`src/rtl/alu_mem_bridge.sv`:
```
// Word-to-byte bridge between the ALU memory port and a byte-wide synchronous RAM.
// Each 32-bit request becomes four little-endian byte accesses, followed by a done pulse.
module alu_mem_bridge #(
    parameter int ADDR_W = 11
) (
    input  logic              clk,
    input  logic              reset,
    input  logic              readReq,
    input  logic              writeReq,
    input  logic [31:0]       ramAddress,
    input  logic [31:0]       ramOut,
    output logic [31:0]       ramValue,
    output logic              busy,
    output logic              done,
    output logic              addrErr,
    output logic [ADDR_W-1:0] mem_addr,
    output logic              mem_re,
    output logic              mem_we,
    output logic [7:0]        mem_wdata,
    input  logic [7:0]        mem_rdata
);

    typedef enum logic [2:0] {
        IDLE    = 3'd0,
        RD      = 3'd1,
        RD_TAIL = 3'd2,
        WR      = 3'd3,
        DONE    = 3'd4
    } state_t;

    state_t            state, nextState;
    logic [1:0]        idx, nextIdx;
    logic [ADDR_W-1:0] base;
    logic [31:0]       wrData;
    logic [23:0]       rdBuf;
    logic              accept;

    assign accept = (state == IDLE) && (readReq || writeReq);

    always_comb begin
        nextState = state;
        nextIdx   = idx;
        case (state)
            IDLE: begin
                nextIdx = 2'd0;
                // A simultaneous read is dropped: the write takes priority.
                if (writeReq)     nextState = WR;
                else if (readReq) nextState = RD;
            end
            RD: begin
                nextIdx = idx + 2'd1;
                if (idx == 2'd3) nextState = RD_TAIL;
            end
            RD_TAIL: nextState = DONE;
            WR: begin
                nextIdx = idx + 2'd1;
                if (idx == 2'd3) nextState = DONE;
            end
            DONE:    nextState = IDLE;
            default: nextState = IDLE;
        endcase
    end

    // Strobes are gated by reset so an abort stops RAM traffic in the very cycle it is asserted.
    always_comb begin
        mem_addr  = '0;
        mem_wdata = 8'h00;
        mem_re    = 1'b0;
        mem_we    = 1'b0;
        if (state == RD || state == WR) mem_addr = base + ADDR_W'(idx);
        if (state == RD) mem_re = reset;
        if (state == WR) begin
            mem_we    = reset;
            mem_wdata = wrData[{idx, 3'b000} +: 8];
        end
    end

    assign busy = (state != IDLE);
    assign done = (state == DONE);

    always_ff @(posedge clk) begin
        if (!reset) begin
            state    <= IDLE;
            idx      <= 2'd0;
            base     <= '0;
            wrData   <= 32'h0;
            rdBuf    <= 24'h0;
            ramValue <= 32'h0;
            addrErr  <= 1'b0;
        end else begin
            state <= nextState;
            idx   <= nextIdx;
            if (accept) begin
                base   <= ramAddress[ADDR_W-1:0];
                wrData <= ramOut;
                if (|ramAddress[31:ADDR_W]) addrErr <= 1'b1;
            end
            // Read data lags the strobe by one cycle, so idx k collects byte k-1.
            if (state == RD) begin
                case (idx)
                    2'd1:    rdBuf[7:0]   <= mem_rdata;
                    2'd2:    rdBuf[15:8]  <= mem_rdata;
                    2'd3:    rdBuf[23:16] <= mem_rdata;
                    default: ;
                endcase
            end
            if (state == RD_TAIL) ramValue <= {mem_rdata, rdBuf};
        end
    end

endmodule

```
`config.mk`:
```
export PLATFORM = sky130hd
export DESIGN_NAME = alu_mem_bridge
export DESIGN_NICKNAME = d
export VERILOG_FILES = /design/src/rtl/alu_mem_bridge.sv
export SDC_FILE = /design/constraint.sdc
export NUM_CORES = 1
export LEC_CHECK = 0
export BUFFER_PORTS_ARGS = -buffer_cell sky130_fd_sc_hd__buf_2
export CORE_MARGIN = 1
export CORE_UTILIZATION = 56
export CTS_CLUSTER_SIZE = 40
export DETAILED_ROUTE_END_ITERATION = 10
export GPL_ROUTABILITY_DRIVEN = 1
export HOLD_SLACK_MARGIN = 0.08
export PLACE_DENSITY_LB_ADDON = 0.1
export SYNTH_ARGS = -nofsm -noshare
export SYNTH_HDL_FRONTEND = slang
export SYNTH_SLANG_ARGS = --single-unit
```
`constraint.sdc`:
```
create_clock -name clk -period 5.1 [get_ports clk]
set_clock_uncertainty 0.1 [all_clocks]
set_input_delay 1.02 -clock clk [delete_from_list [all_inputs] [get_ports clk]]
set_output_delay 1.02 -clock clk [all_outputs]
set_load 0.05 [all_outputs]
```
==> flow_metrics.py, run 1 <==
metrics = {
    "outcome": {
        "status": "finished clean",
    },
    "pwr": {
        "internal-power_uw": 1180,
        "power_frac_comb_pct": 17.9,
        "max-vdd-ir-drop_mv": 0.193,
        "leakage_uw": 0.00222,
        "p_clk_share_pct": 29.1,
        "seqPwrFrac_pct": 52.9,
        "sw_frac_of_total_pct": 31.3,
        "pwr_density_cell_nw_per_um2": 308,
        "p_sw_uw": 540,
    },
    "placement": {
        "gp_congestion": 0.779,
        "dp_slack_ns": 1.58,
        "placedInstanceArea_um2": 5380,
        "portBuffers": 131,
        "place_hpwl_um": 7520,
    },
    "floorplan": {
        "num_rows": 33,
        "die_area_um2": 8870,
        "fp.dieH_um": 94.2,
        "die_w_um": 94.2,
        "coreArea_um2": 8220,
        "initial_core_util_pct": 57.9,
        "num_io_pins": 132,
    },
    "routing": {
        "drc": 0,
        "drt-pass1-iter-count": 4,
        "routed_wirelength_um": 11100,
        "drtIter0Drc": 179,
        "via_count": 4084,
        "viasPerCell": 5.55,
        "antenna_left": 0,
        "wl_per_cell_um": 15.1,
    },
    "clocking": {
        "cts_setup_buffers": 0,
        "cts_hold_buffers": 0,
        "post_cts_resize_count": 0,
        "insertion_delay_ns": 0.37,
        "clockRootBuffer": "clkbuf_8",
        "cts.clk_slew.worst_paths_ns": 0.11,
        "clockBufferDepth": 2,
        "clock_sinks": 105,
        "cts_tree": "built",
        "cts_buffers": 9,
        "htreeDepth": 3,
    },
    "synthesis": {
        "yosysSeqAreaShare_pct": 44.2,
        "synth_top_area_cell": "dfxtp_1",
        "ys_top_cells_by_area": "dfxtp_1, a21boi_0, a21boi_1",
        "synth_top_area_share_pct": 44.2,
        "synth_warnings": 0,
        "synth_cell_types": 42,
        "syn_area_um2": 4760,
        "avgSynthCellArea_um2": 9.08,
        "synthCells": 524,
        "ys_ff_latch": 105,
        "syn_nets": 606,
    },
    "cells_and_area": {
        "fin_nets": 708,
        "stdcell_area_um2": 5580,
        "syn_to_final_growth_pct": 17.3,
        "layout_common_cells": "buf_2, dfxtp_1, nand2_1",
        "antenna_cells": 0,
        "layout_commonest_cell": "buf_2",
        "drive_gt1_share_pct": 26.9,
    },
    "sta": {
        "drv_slew": 0,
        "worst_pin_slew_ns": 1.10,
        "fin_ws_ns": 1.19,
        "fmax_mhz": 255,
        "hold_viol_final": 0,
        "relSlewSlack_pct": 26.5,
        "period_needed_ns": 3.91,
        "setup_viol": 0,
        "rsz0062_at_grt": "false",
        "fin_tns_setup_ns": 0,
        "min_period_over_period_pct": 76.8,
    },
    "global_route": {
        "grt_pass1_vias": 3652,
        "grt_usage_pct": 25.5,
        "antenna_found_initial": 0,
        "overflow": 0,
        "grt_pass1_wl_um": 17600,
        "grt_max_degree": 78,
    },
    "worst_setup_path": {
        "crit_fanout": 12,
        "reg2reg_depth": 5,
        "criticalPathCategory": "reg2out",
        "startpoint_type": "flip-flop",
        "worstPathArrival_ns": 2.79,
        "worstSetupEndpointType": "primary output",
        "r2r_setup_slack_ns": 2.73,
        "crit_required_ns": 3.98,
    },
    "job": {
        "drv_cap": 0,
    },
    "worst_hold_path": {
        "min_delay_path_depth": 2,
        "hold_class": "reg2reg",
    },
}
## flip-flops by register name (all words and copies together), names as in the netlist
register,count
addrErr,1
base,11
idx,2
ramValue,32
rdBuf,24
state,3
wrData,32
## layout make-up
class,instances,area [um2]
multi-input cells,366,2420
well taps,105,131
clock buffers,10,138
flip-flops and latches,105,2100
fillers,713,2630
clock inverters,6,61.3
inverters,7,26.3
repair buffers,137,701
## cell families (layout without fill, tap and decap cells)
logic type / Yosys count / count (layout) / synth area share, %
XOR/XNOR: 3 / 3 / 0.552
AO/OA/AOI/OAI: 140 / 140 / 19.3
adder cells (fa/ha/maj): 6 / 6 / 1.74
flip-flops: 105 / 105 / 44.2
multiplexers: 32 / 32 / 8.83
AND/OR/NAND/NOR: 185 / 185 / 20.0
buffers and inverters: 53 / 160 / 5.36
## per-layer routing
metal	GRT usage (%)	routed length, um	vias up
met5	0	0	-
met3	4.61	614	15
met1	34.7	5110	1898
li1	-	-	2041
met4	8.59	152	0
met2	40.8	5230	130
## stage by stage
step / std cells / power, uW / hold WS, ns / utilization [%]
floorplan: 524 / 1150 / 0.330 / -
global placement: 720 / 1230 / 0.336 / 65.5
detailed placement: 720 / 1240 / 0.341 / 65.5
CTS: 736 / 1730 / 0.357 / 67.9
global route: 736 / 1810 / 0.379 / 67.9
finish: 736 / 1720 / 0.355 / 67.9
## path summary, 6_finish.rpt
path                                   start           end
worst min-delay path            ramValue[29]  ramValue[29]
worst max-delay path                  idx[0]  mem_addr[10]
worst max register to register      state[1]       addrErr
worst min register to register  ramValue[29]  ramValue[29]
## critical path, stage by stage, from the launching register on
cell and delay (ns):
dfxtp_1 0.76, ha_1 0.32, fa_1 0.25, nand4_1 0.22, or4_1 0.45, a21oi_1 0.15
buf_2 0.28
## synthesized netlist by cell type, drive strengths merged
master / instances
nand2b: 2
a22oi: 1
and3: 9
nand4: 3
buf: 20
or3: 3
nor4: 5
and2: 3
xnor2: 1
fa: 1
dfxtp: 105
a21boi: 76
o311a: 1
o221a: 1
nand3: 46
o21a: 3
clkbuf: 26
mux4: 8
or4: 3
nor2b: 26
ha: 5
nand3b: 1
nor3: 2
inv: 7
a21oi: 8
mux2i: 24
o21ai: 47
nor3b: 3
o31ai: 3
or2: 1
nand2: 67
and4bb: 1
or3b: 1
nor2: 7
xor2: 2
nor4bb: 2
## power by group through the flow
| stage | Clock (uW) | Sequential (uW) | Combinational, uW |
|---|---|---|---|
| floorplan | 0 | 924 | 226 |
| global placement | 0 | 928 | 300 |
| detailed placement | 0 | 930 | 308 |
| CTS | 513 | 911 | 309 |
| global route | 553 | 919 | 336 |
| finish | 502 | 911 | 309 |
Power figures use the tool's default switching activity.
==> inputs of run 2 (changes only) <==
--- a/config.mk
+++ b/config.mk
@@ -5,9 +5,10 @@
 export SDC_FILE = /design/constraint.sdc
 export NUM_CORES = 1
 export LEC_CHECK = 0
+export ABC_AREA = 1
 export BUFFER_PORTS_ARGS = -buffer_cell sky130_fd_sc_hd__buf_2
 export CORE_MARGIN = 1
-export CORE_UTILIZATION = 56
+export CORE_UTILIZATION = 46
 export CTS_CLUSTER_SIZE = 40
 export DETAILED_ROUTE_END_ITERATION = 10
 export GPL_ROUTABILITY_DRIVEN = 1
==> constraint.sdc (replaced) <==
create_clock -name clk -period 3.42 [get_ports clk]
set_clock_uncertainty 0.1 [all_clocks]
set_input_delay 0.684 -clock clk [delete_from_list [all_inputs] [get_ports clk]]
set_output_delay 0.684 -clock clk [all_outputs]
set_load 0.05 [all_outputs]
==> run 2 against run 1 <==
  * Cell area down 5.2%
  * Total power up 120%
  * Register-to-register slack worse by 1.4 ns
  * First-iteration DRC count up 0.56%
  * Clock power up 56%
  * Via count up 1.0%
  * Worst hold slack worse by 0.0093 ns
  * Highest routed layer unchanged
  * Routed wire length down 8.4%
  * Sequential power up 77%
  * Final cell count up 15%
==> flow_metrics.py, run 2 <==
metrics = {
    "outcome": {
        "status": "finished clean",
    },
    "sta": {
        "setup_viol": 0,
        "hold_viol_final": 0,
        "rsz0062_at_grt": "false",
        "worst_pin_slew_ns": 0.632,
        "fin_ws_ns": 0.440,
        "min_period_over_period_pct": 87.1,
        "period_needed_ns": 2.98,
        "relSlewSlack_pct": 57.9,
        "fmax_mhz": 336,
        "fin_tns_setup_ns": 0,
        "drv_slew": 0,
    },
    "cells_and_area": {
        "layout_common_cells": "buf_2, a21oi_1, dfxtp_1",
        "antenna_cells": 0,
        "multiInputGateArea_um2": 1860,
        "layout_commonest_cell": "buf_2",
        "drive_gt1_share_pct": 23.5,
        "fin_nets": 793,
        "largestRegisters": "ramValue (32), wrData (32), rdBuf (24)",
        "fin_util_pct": 57.3,
        "seq_area_um2": 2100,
        "syn_to_final_growth_pct": 20.1,
        "fillerInstances": 951,
    },
    "floorplan": {
        "num_io_pins": 132,
        "num_rows": 35,
        "initial_core_util_pct": 47.7,
        "die_area_um2": 9970,
        "fp.dieH_um": 99.9,
        "coreArea_um2": 9240,
        "die_w_um": 99.9,
    },
    "synthesis": {
        "ys_top_cells_by_area": "dfxtp_1, a21oi_1, o21ai_0",
        "yosys-top-cells-count": "a21oi_1, dfxtp_1, o21ai_0",
        "avgSynthCellArea_um2": 7.39,
        "synth_top_area_share_pct": 47.7,
        "async_flop_share_pct": 0,
        "synth-main-ff-cell": "dfxtp_1",
        "synth_top_family_by_area": "compound AO/OA/AOI/OAI gates",
        "yosysMostFrequentCell": "a21oi_1",
        "synth_xor_area_share_pct": 0,
        "synth_top_area_cell": "dfxtp_1",
        "synth-simple-area-share_pct": 16.3,
        "synth-edff-count": 0,
        "synthAdderAreaFrac_pct": 1.87,
        "synthCells": 596,
        "syn_nets": 678,
        "muxShareOfSynthArea_pct": 0,
        "synth_cell_types": 28,
        "syn_area_um2": 4410,
        "synth_warnings": 0,
        "yosysSeqAreaShare_pct": 47.7,
        "ys_ff_latch": 105,
        "synth_compound_area_share_pct": 23.9,
    },
    "pwr": {
        "leakage_uw": 0.00233,
        "pwr_density_cell_nw_per_um2": 718,
        "max-vdd-ir-drop_mv": 0.336,
    },
    "worst_hold_path": {
        "hold_start": "ramValue[13]",
        "hold_class": "reg2reg",
    },
    "clocking": {
        "cts_buffers": 9,
        "cts_tree": "built",
        "clockBufferDepth": 2,
        "cts.clk_slew.worst_paths_ns": 0.09,
        "clockRootBuffer": "clkbuf_8",
        "cts_setup_buffers": 0,
        "insertion_delay_ns": 0.36,
        "post_cts_resize_count": 0,
        "cts_hold_buffers": 0,
        "clock_sinks": 105,
        "htreeDepth": 3,
    },
    "global_route": {
        "grt_pass1_vias": 3646,
        "grt_max_degree": 83,
        "grt_usage_pct": 21.0,
        "antenna_found_initial": 0,
        "overflow": 0,
        "grt_pass1_wl_um": 16800,
    },
    "placement": {
        "gp_congestion": 0.908,
        "portBuffers": 131,
        "place_hpwl_um": 7410,
        "dp_slack_ns": 0.837,
    },
    "routing": {
        "drc": 0,
        "via_count": 4125,
        "antenna_left": 0,
        "drtIter0Drc": 180,
        "wl_per_cell_um": 12.1,
        "viasPerCell": 4.89,
        "drt-pass1-iter-count": 5,
        "routed_wirelength_um": 10200,
    },
    "worst_setup_path": {
        "worstPathArrival_ns": 2.20,
        "reg2reg_from": "idx[0]",
        "startpoint_type": "flip-flop",
        "worstSetupEndpointType": "primary output",
        "criticalPathCategory": "reg2out",
        "crit_fanout": 14,
        "critical_path.startpoint": "idx[1]",
        "crit_required_ns": 2.64,
    },
    "job": {
        "drv_cap": 0,
    },
}
## run 2: cell types whose count changed after synthesis, moves of 8 or more
cell,change
a21oi_1,+98
nor2_1,+71
inv_1,+61
o21ai_0,+51
a21boi_0,-39
nand3_1,-39
a21boi_1,-37
nor2b_1,-26
mux2i_1,-24
clkbuf_1,-13
and3_1,-9
mux4_2,-8
nor3_1,+8
## run 2: area by class of cell
cell class / instances / area share [%]
inverter: 76 / 5.39
clock buffer: 10 / 2.60
clock inverter: 5 / 1.18
sequential: 105 / 39.7
timing repair buffer: 135 / 13.0
tap: 129 / 3.05
multi-input combinational: 384 / 35.1
## run 2: cell families after synthesis
family / count (synthesis)
and+or+nand+nor: 168
DFF: 105
buffers and inverters: 107
adders and majority gates: 6
AOI/OAI and AO/OA: 210
## run 2: worst paths after layout
| check | endpoint | slack [ns] | depth (start not counted) |
|---|---|---|---|
| max | mem_addr[8] | 0.44 | 8 |
| min | ramValue[13] | 0.35 | 2 |
| max reg2reg | idx[1] | 1.36 | 5 |
| min reg2reg | ramValue[13] | 0.35 | 2 |
## run 2: routing by layer
| metal | track usage [%] | routed length, um | vias up | part of all wire [%] |
|---|---|---|---|---|
| met3 | 3.34 | 540 | 12 | 5.3 |
| met5 | 0 | 0 | - | 0 |
| met2 | 35.3 | 4890 | 125 | 48 |
| li1 | - | - | 2166 | - |
| met1 | 27.5 | 4600 | 1822 | 45 |
| met4 | 7.01 | 140 | 0 | 1.4 |
## run 2: where the power goes
| part | internal, uW | total (uW) | switching, uW |
|---|---|---|---|
| Combinational | 358 | 1410 | 1050 |
| Sequential | 1470 | 1610 | 135 |
| Clock | 360 | 784 | 424 |
| Total | 2190 | 3800 | 1610 |
## run 2: critical path, stage by stage, from the launching register on
cell and delay [ns]:
dfxtp_1 0.65, fa_1 0.35, nand2_1 0.07, inv_1 0.09
nand2_1 0.08, nor3_1 0.15, nor2_1 0.06, nor3_1 0.11
buf_2 0.28
## run 2: stage by stage
stage	cell area (um2)	instances	hold WS, ns	total power [uW]
after global placement	5090	829	0.330	3030
after CTS	5290	844	0.349	3830
after detailed placement	5090	829	0.334	3050
after global routing	5290	844	0.363	4040
final	5290	844	0.346	3800
after floorplan	4410	596	0.330	2760
==> inputs of run 3 (changes only) <==
--- a/config.mk
+++ b/config.mk
@@ -14,6 +14,7 @@
 export GPL_ROUTABILITY_DRIVEN = 1
 export HOLD_SLACK_MARGIN = 0.08
 export PLACE_DENSITY_LB_ADDON = 0.1
+export SETUP_SLACK_MARGIN = 0.5
 export SYNTH_ARGS = -nofsm -noshare
 export SYNTH_HDL_FRONTEND = slang
 export SYNTH_SLANG_ARGS = --single-unit
==> run 3 against run 2 <==
  * Clock power shrank 7.5%
  * Critical path type unchanged
  * Global-route usage increased by 0.43 points
  * Critical path depth stayed put
  * Combinational power barely moved
  * Critical endpoint is now mem_addr[6]
  * Fmax rose by 5.7%
  * Routed wire length up 1.6%
  * Worst setup slack gained 0.16 ns
==> flow_metrics.py, run 3 (synthesis gave the netlist of run 2 again) <==
metrics = {
    "floorplan": {
        "num_io_pins": 132,
        "fp.dieH_um": 99.9,
        "die_area_um2": 9970,
        "coreArea_um2": 9240,
        "num_rows": 35,
        "die_w_um": 99.9,
        "initial_core_util_pct": 47.7,
    },
    "placement": {
        "placedInstanceArea_um2": 5100,
        "place_hpwl_um": 7480,
        "gp_congestion": 0.937,
        "portBuffers": 131,
    },
    "worst_hold_path": {
        "hold_class": "reg2reg",
    },
    "clocking": {
        "htreeDepth": 3,
        "cts_buffers": 9,
        "clockRootBuffer": "clkbuf_8",
        "cts.clk_slew.worst_paths_ns": 0.10,
        "clockBufferDepth": 2,
        "cts_tree": "built",
        "insertion_delay_ns": 0.36,
        "clock_sinks": 105,
    },
    "worst_setup_path": {
        "startpoint_type": "flip-flop",
        "cp-endpoint": "mem_addr[6]",
        "reg2reg_from": "state[1]",
        "crit_required_ns": 2.64,
        "worstSetupEndpointType": "primary output",
        "criticalPathCategory": "reg2out",
        "critical_path.startpoint": "idx[0]",
        "reg2reg_depth": 5,
        "r2r_setup_slack_ns": 1.63,
        "r2r-end": "wrData[18]",
        "worstPathArrival_ns": 2.03,
        "crit_fanout": 11,
    },
    "routing": {
        "antenna_left": 0,
        "wl_per_cell_um": 12.2,
        "via_count": 4133,
        "drt-pass1-iter-count": 7,
        "viasPerCell": 4.89,
        "drc": 0,
        "drtIter0Drc": 137,
        "routed_wirelength_um": 10300,
    },
    "pwr": {
        "pwr_density_cell_nw_per_um2": 706,
        "max-vdd-ir-drop_mv": 0.293,
        "leakage_uw": 0.00233,
    },
    "cells_and_area": {
        "antenna_cells": 0,
        "layout_common_cells": "buf_2, a21oi_1, dfxtp_1",
        "syn_to_final_growth_pct": 20.7,
        "stdcell_area_um2": 5320,
        "largestRegisters": "ramValue (32), wrData (32), rdBuf (24)",
        "layout_commonest_cell": "buf_2",
        "drive_gt1_share_pct": 24.5,
        "seq_area_um2": 2110,
        "multiInputGateArea_um2": 1870,
        "fin_nets": 794,
        "fillerInstances": 948,
    },
    "sta": {
        "period_needed_ns": 2.82,
        "fin_tns_setup_ns": 0,
        "fmax_mhz": 355,
        "relSlewSlack_pct": 57.9,
        "drv_slew": 0,
        "holdWs_ns": 0.344,
        "setup_viol": 0,
        "min_period_over_period_pct": 82.4,
        "hold_viol_final": 0,
        "rsz0062_at_grt": "false",
        "worst_pin_slew_ns": 0.632,
    },
    "global_route": {
        "grt_pass1_wl_um": 16900,
        "antenna_found_initial": 0,
        "grt_usage_pct": 21.4,
        "overflow": 0,
        "grt_pass1_vias": 3674,
        "grt_max_degree": 83,
    },
    "job": {
        "drv_cap": 0,
    },
    "outcome": {
        "status": "finished clean",
    },
}
-- run 3: cell types whose count changed in the layout (fill, tap and decap cells not counted), moves of 2 or more --
cell and change:
clkinv_2 +2, inv_6 -2, buf_6 +2, nor3_1 -3
buf_2 -3, nor3_2 +3, dfxtp_1 -2
-- run 3: how the worst min path moves through the flow --
| stage | start | endpoint | slack (ns) | cells past startpoint |
|---|---|---|---|---|
| finish | ramValue[12] | ramValue[12] | 0.34 | 2 |
| global route | ramValue[26] | ramValue[26] | 0.37 | 2 |
| CTS | ramValue[12] | ramValue[12] | 0.35 | 2 |
| detailed placement | ramValue[12] | ramValue[12] | 0.33 | 2 |
| global placement | ramValue[24] | ramValue[24] | 0.33 | 2 |
| floorplan | wrData[16] | wrData[16] | 0.33 | 2 |
-- run 3: what timing repair did --
| action | CTS | global route |
|---|---|---|
| endpoints found under the hold margin | 0 | 0 |
| hold buffers | 0 | 0 |
| endpoints found under the setup margin | 17 | 3 |
| pin swaps | 0 | 1 |
| gates resized for setup | 9 | 1 |
| gates cloned | 0 | 0 |
| buffers inserted | 0 | 2 |
-- run 3: layer usage --
metal | vias up | track usage, % | share of wire [%]
li1 | 2170 | - | -
met1 | 1812 | 27.6 | 44
met2 | 142 | 36.1 | 49
met3 | 9 | 4.60 | 5.9
met4 | 0 | 6.22 | 1.2
met5 | - | 0 | 0
-- run 3: worst max-delay path, stage by stage, from the launching register on --
cell     delay [ns]
dfxtp_4        0.39
ha_1           0.24
fa_2           0.38
nand2_1        0.07
inv_1          0.07
nand2_1        0.10
nor3_1         0.07
nor3_2         0.17
buf_6          0.18
-- run 3: layout make-up --
| cell class | instances | share of cell area [%] |
|---|---|---|
| clock buffer | 11 | 2.66 |
| clock inverter | 5 | 0.753 |
| inverter | 76 | 5.39 |
| multi-input combinational | 384 | 35.2 |
| sequential | 105 | 39.6 |
| tap | 129 | 3.04 |
| timing repair buffer | 136 | 13.3 |
-- run 3: through the flow --
step                      worst slack [ns]  std cells  power (uW)  utilization, %
after floorplan                      0.649        596        2760               -
after global placement               0.605        828        3030            55.2
after detailed placement             0.517        828        3050            55.2
after CTS                            0.527        844        3780            57.3
after global routing                 0.503        846        4010            57.5
final                                0.602        846        3750            57.5
-- run 3: power breakdown --
part           switching (uW)  internal [uW]  leakage [uW]
logic                    1050            364       0.00139
clock network             435            291     0.0000875
registers                 140           1470      0.000862
